==> config.mk <==
export PLATFORM = sky130hd
export DESIGN_NAME = id_ex_stage_reg
export DESIGN_NICKNAME = d
export VERILOG_FILES = /design/src/rtl/cpu_pipe_pkg.sv /design/src/rtl/id_ex_perf_counter.sv /design/src/rtl/id_ex_stage_reg.sv
export SDC_FILE = /design/constraint.sdc
export NUM_CORES = 1
export LEC_CHECK = 0
export BUFFER_PORTS_ARGS = -buffer_cell sky130_fd_sc_hd__buf_4
export CORE_MARGIN = 4
export CORE_UTILIZATION = 40
export CTS_CLUSTER_DIAMETER = 200
export DETAILED_ROUTE_END_ITERATION = 8
export GPL_ROUTABILITY_DRIVEN = 0
export GPL_TIMING_DRIVEN = 1
export PLACE_DENSITY = 0.76
export SLEW_MARGIN = 5
export SYNTH_ARGS = -nofsm -noshare
export SYNTH_HDL_FRONTEND = slang
export SYNTH_SLANG_ARGS = --single-unit
==> constraint.sdc <==
create_clock -name clk -period 1.2 [get_ports clk]
set_input_delay 0.24 -clock clk [delete_from_list [all_inputs] [get_ports clk]]
set_output_delay 0.24 -clock clk [all_outputs]
set_load 0.005 [all_outputs]
==> src/rtl/cpu_pipe_pkg.sv <==
// Shared pipeline types: packed control word, forward-select codes and default datapath width.
package cpu_pipe_pkg;

    localparam int XLEN_DEFAULT = 32;

    localparam logic [1:0] FWD_NONE = 2'b00;
    localparam logic [1:0] FWD_EX   = 2'b01;
    localparam logic [1:0] FWD_MA   = 2'b10;
    localparam logic [1:0] FWD_WB   = 2'b11;

    typedef struct packed {
        logic [4:0] alu_op;
        logic       reg_write;
        logic       mem_read;
        logic       mem_write;
        logic [2:0] mem_size;
        logic       branch;
    } ctrl_t;

    localparam ctrl_t CTRL_NOP = '0;

endpackage

==> src/rtl/id_ex_perf_counter.sv <==
// Saturating bubble/flush event counters for the ID/EX register; present only when
// ID_EX_PERF_CNT_EN is defined.
module id_ex_perf_counter (
    input  logic        clk,
    input  logic        reset_n,
    input  logic        i_bubble,
    input  logic        i_flush,
    output logic [31:0] o_bubble_count,
    output logic [31:0] o_flush_count
);

    logic        w_inc [2];
    logic [31:0] w_cnt [2];

    assign w_inc[0] = i_bubble;
    assign w_inc[1] = i_flush;

    genvar gi;
    generate
        for (gi = 0; gi < 2; gi++) begin : g_cnt
            logic [31:0] r_cnt;

            always_ff @(posedge clk or negedge reset_n) begin
                if (!reset_n) begin
                    r_cnt <= '0;
                end else if (w_inc[gi] && (r_cnt != '1)) begin
                    r_cnt <= r_cnt + 32'd1;
                end
            end

            assign w_cnt[gi] = r_cnt;
        end
    endgenerate

    assign o_bubble_count = w_cnt[0];
    assign o_flush_count  = w_cnt[1];

endmodule

==> src/rtl/id_ex_stage_reg.sv <==
// ID->EX pipeline register with flush > hold > stall > load priority.
// Define ID_EX_PERF_CNT_EN to add the bubble_count/flush_count outputs.
module id_ex_stage_reg
    import cpu_pipe_pkg::*;
#(
    parameter int XLEN = XLEN_DEFAULT
) (
    input  logic            clk,
    input  logic            reset_n,
    input  logic            id_valid,
    input  logic [XLEN-1:0] id_pc,
    input  logic [XLEN-1:0] id_rs1_data,
    input  logic [XLEN-1:0] id_rs2_data,
    input  logic [XLEN-1:0] id_imm,
    input  logic [4:0]      id_rd,
    input  logic [11:0]     id_ctrl,
    input  logic [1:0]      id_forward_rs1,
    input  logic [1:0]      id_forward_rs2,
    input  logic            stall_pipeline,
    input  logic            flush_ex,
    input  logic            hold_ex,
    output logic            ex_valid,
    output logic [XLEN-1:0] ex_pc,
    output logic [XLEN-1:0] ex_rs1_data,
    output logic [XLEN-1:0] ex_rs2_data,
    output logic [XLEN-1:0] ex_imm,
    output logic [4:0]      ex_rd,
    output logic [11:0]     ex_ctrl,
    output logic [1:0]      ex_forward_rs1,
    output logic [1:0]      ex_forward_rs2,
    output logic            ex_is_load,
    output logic            ex_reg_write_enable
`ifdef ID_EX_PERF_CNT_EN
    ,
    output logic [31:0]     bubble_count,
    output logic [31:0]     flush_count
`endif
);

    logic            r_valid;
    logic [XLEN-1:0] r_pc;
    logic [XLEN-1:0] r_rs1_data;
    logic [XLEN-1:0] r_rs2_data;
    logic [XLEN-1:0] r_imm;
    logic [4:0]      r_rd;
    ctrl_t           r_ctrl;
    logic [1:0]      r_fwd_rs1;
    logic [1:0]      r_fwd_rs2;

    logic w_bubble;
    logic w_load;

    // A stall only turns into a bubble when EX is free to accept one.
    assign w_bubble = flush_ex || (!hold_ex && stall_pipeline);
    assign w_load   = !flush_ex && !hold_ex && !stall_pipeline;

    always_ff @(posedge clk or negedge reset_n) begin
        if (!reset_n) begin
            r_valid    <= 1'b0;
            r_pc       <= '0;
            r_rs1_data <= '0;
            r_rs2_data <= '0;
            r_imm      <= '0;
            r_rd       <= '0;
            r_ctrl     <= CTRL_NOP;
            r_fwd_rs1  <= FWD_NONE;
            r_fwd_rs2  <= FWD_NONE;
        end else if (w_bubble) begin
            // Data words are left as-is; only the qualifying fields are cleared.
            r_valid   <= 1'b0;
            r_rd      <= '0;
            r_ctrl    <= CTRL_NOP;
            r_fwd_rs1 <= FWD_NONE;
            r_fwd_rs2 <= FWD_NONE;
        end else if (w_load) begin
            r_valid    <= id_valid;
            r_pc       <= id_pc;
            r_rs1_data <= id_rs1_data;
            r_rs2_data <= id_rs2_data;
            r_imm      <= id_imm;
            r_rd       <= id_valid ? id_rd : 5'd0;
            r_ctrl     <= id_valid ? ctrl_t'(id_ctrl) : CTRL_NOP;
            r_fwd_rs1  <= id_valid ? id_forward_rs1 : FWD_NONE;
            r_fwd_rs2  <= id_valid ? id_forward_rs2 : FWD_NONE;
        end
    end

    assign ex_valid       = r_valid;
    assign ex_pc          = r_pc;
    assign ex_rs1_data    = r_rs1_data;
    assign ex_rs2_data    = r_rs2_data;
    assign ex_imm         = r_imm;
    assign ex_rd          = r_rd;
    assign ex_ctrl        = r_ctrl;
    assign ex_forward_rs1 = r_fwd_rs1;
    assign ex_forward_rs2 = r_fwd_rs2;

    assign ex_is_load          = r_valid && r_ctrl.mem_read;
    assign ex_reg_write_enable = r_valid && r_ctrl.reg_write && (r_rd != 5'd0);

`ifdef ID_EX_PERF_CNT_EN
    logic w_stall_bubble;
    logic w_flush_live;

    assign w_stall_bubble = !flush_ex && !hold_ex && stall_pipeline;
    assign w_flush_live   = flush_ex && r_valid;

    id_ex_perf_counter u_perf (
        .clk            (clk),
        .reset_n        (reset_n),
        .i_bubble       (w_stall_bubble),
        .i_flush        (w_flush_live),
        .o_bubble_count (bubble_count),
        .o_flush_count  (flush_count)
    );
`endif

endmodule

==> metrics <==
status=finished, violations left; failing checks=negative setup slack; clock transition at the registers of the reported paths=0.06 ns; TritonRoute pass-1 iters=4; final WL=15.9 mm; first-pass GRT wire length=approximately 24 mm; Cells after Synth=approximately 320; Worst-Skew Late Latency=0.41 ns; average size of a mapped cell=17.3 um^2; Initial Utilization=0.406; data required time of the worst path=approximately 0.96 ns; GRT met2 Usage=0.345; routed vias/inst=4.74; Hold WC Path Type=in2reg; final hold vios=0; CP Max Fanout=2; hold path depth=2; RSZ-0062 raised after global routing=yes; Mapped Nets=479; Iter 0 DRT Violations=120; Power Dens Cells=1640 nW/um^2; Worst path slowest cell=dfrtp_1; die area=~16,000 um^2; Inserted Clock Buffers=17; clk buf depth=2; Lkg Pwr=4.64 nW; Worst setup SP type=flop; Seq cells post-synth=150; Post-DP HPWL=11.9 mm; final setup violation count=10; library cells used by synthesis=14; vias in the first global route=4,500; CTS Sinks=150; Root Driver=clkbuf_16; Ports=307; Syn-to-layout area delta=69.9%; Setup Skew=0 ns; Max Cap Viol=0; M3 GR Usage=0.0619; Period minus WS final=1.84 ns; CTS tree=yes; reg2reg path depth=3; Max Clk Rate=542 MHz; fillers=936; largest net degree at the start of global routing=50; Worst path max stage delay=0.40 ns; Synth Cell Area=about 5600 um^2; DP Cell Count=817; WL/cell=approximately 18 um; Worst Max-Slew Pin Slew=0.354 ns; Min Hold Slack=0.0428 ns; Placed Area=8260 um^2; GRT Total Usage=0.192; Final Cycle Share=1.54; Layout Cells excl Fill=880; FP Rows=43; fraction of layout cells with a size suffix above 1=0.741; post-route ant nets=0; maximum VDD drop=0.00120 V; Slew Viols, Final=0; Final Power=15.6 mW; port bufs=about 300; CP cell instances=or3_1 -> o311a_1 -> buf_4; Rel. slew slack=0.764; fin area=9530 um^2; final-stage net count=842; diode count=0; CTS H-tree lvls=4; setup TNS=-1.48 ns; chip width=126 um; initial antenna violation count=0; post-synthesis sequential area ratio=0.669; Setup WS post-layout=-0.645 ns; gr busiest metal=met2; critical path capture point type=output port; vias after detailed routing=~4,200; Placement Setup Slack=-0.252 ns; die height=roughly 130 um; core area=13,800 um^2; WS Path Type=reg2out; GR met1 Demand/Resource=0.207; CP arrival=1.60 ns; Synth Warn #=0; fin util=0.689; global route overflow=0; DR DRC count=0
[cell type report]
cell class	count	area [um^2]	area share
clock buffers	25	495	0.0520
clock inverters	7	141	0.0148
multi-input cells	156	1690	0.178
flip-flops and latches	150	3750	0.394
well taps	180	225	0.0236
repair buffers	362	3220	0.338
[flip-flops by register name, indices dropped and copies added (netlist names)]
name and flops:
ex_ctrl 12, ex_forward_rs1 2, ex_forward_rs2 2, ex_imm 32
ex_pc 32, ex_rd 5, ex_rs1_data 32, ex_rs2_data 32
ex_valid 1
[synthesized netlist by cell type]
library cell  instances  area [um^2]
buf_4                 2         15.0
clkbuf_1              2         7.51
dfrtp_1             150         3750
mux2_2              128         1440
buf_6                12          135
nor2b_1               1         6.26
buf_2                 2         10.0
nor3_2                1         10.0
a22o_1               21          184
nor4b_2               1         15.0
a21o_1                1         7.51
o311a_1               1         10.0
or3_1                 1         6.26
and2_1                1         6.26
[logic make-up (layout without fill, tap and decap cells)]
| kind of cell | Yosys count | in the layout | share of synthesized area |
|---|---|---|---|
| DFF | 150 | 150 | 0.669 |
| muxes | 128 | 128 | 0.257 |
| AOI/OAI and AO/OA | 23 | 23 | 0.0359 |
| buffers and inverters | 18 | 394 | 0.0299 |
| and+or+nand+nor | 5 | 5 | 0.00781 |
[worst max-delay path, delay by kind of cell, from the launching register on]
| kind | cells | cell delay [ns] |
|---|---|---|
| compound gates | 1 | 0.30 |
| simple gates | 1 | 0.36 |
| flops | 1 | 0.40 |
| buf+inv | 1 | 0.14 |
[placed cells by master (no fill, tap or decap)]
master | synthesis | routed
buf_12 | 0 | 8
dlygate4sd3_1 | 0 | 1
clkinv_2 | 0 | 1
clkinv_4 | 0 | 1
buf_6 | 12 | 107
mux2_2 | 128 | 128
nor3_4 | 0 | 1
clkinvlp_4 | 0 | 1
clkbuf_16 | 0 | 17
nor4b_2 | 1 | 1
clkbuf_8 | 0 | 4
clkbuf_1 | 2 | 4
bufinv_16 | 0 | 4
a21o_1 | 1 | 1
o311a_1 | 1 | 1
dfrtp_1 | 150 | 150
nor2b_1 | 1 | 1
buf_4 | 2 | 246
a22o_1 | 21 | 21
or3_1 | 1 | 1
and2_1 | 1 | 1
[power by group]
| group | switching, mW | total (mW) | internal (mW) |
|---|---|---|---|
| logic | 1.03 | 3.49 | 2.46 |
| clock network | 1.94 | 5.65 | 3.71 |
| registers | 0.557 | 6.46 | 5.90 |
| total | 3.53 | 15.6 | 12.1 |
[path summary, 6_finish.rpt]
path / startpoint / endpoint / slack, ns
setup reg to reg: ex_rs1_data[5] / ex_rs1_data[5] / 0.17
max in group asynchronous: reset_n / ex_ctrl[8] / 0.41
hold / removal: id_rd[1] / ex_rd[1] / 0.04
setup / recovery: ex_rd[1] / ex_reg_write_enable / -0.64
min in group asynchronous: reset_n / ex_pc[22] / 0.26
hold reg to reg: ex_pc[22] / ex_pc[22] / 0.51
[routing by layer]
metal  wire length (um)  vias to the layer above
li1                   -                     1898
met1               5500                     2043
met2               8690                      201
met3               1280                       31
met4                467                        0
met5                  0                        -
[what timing repair did]
action,in CTS,in global routing
endpoints found under the hold margin,106,0
hold buffers,1,0
endpoints found under the setup margin,28,111
resized for setup,19,87
cloned,0,0
pin swaps,2,0
buffers inserted,14,18
No activity file was read; power rests on OpenSTA's default activity.
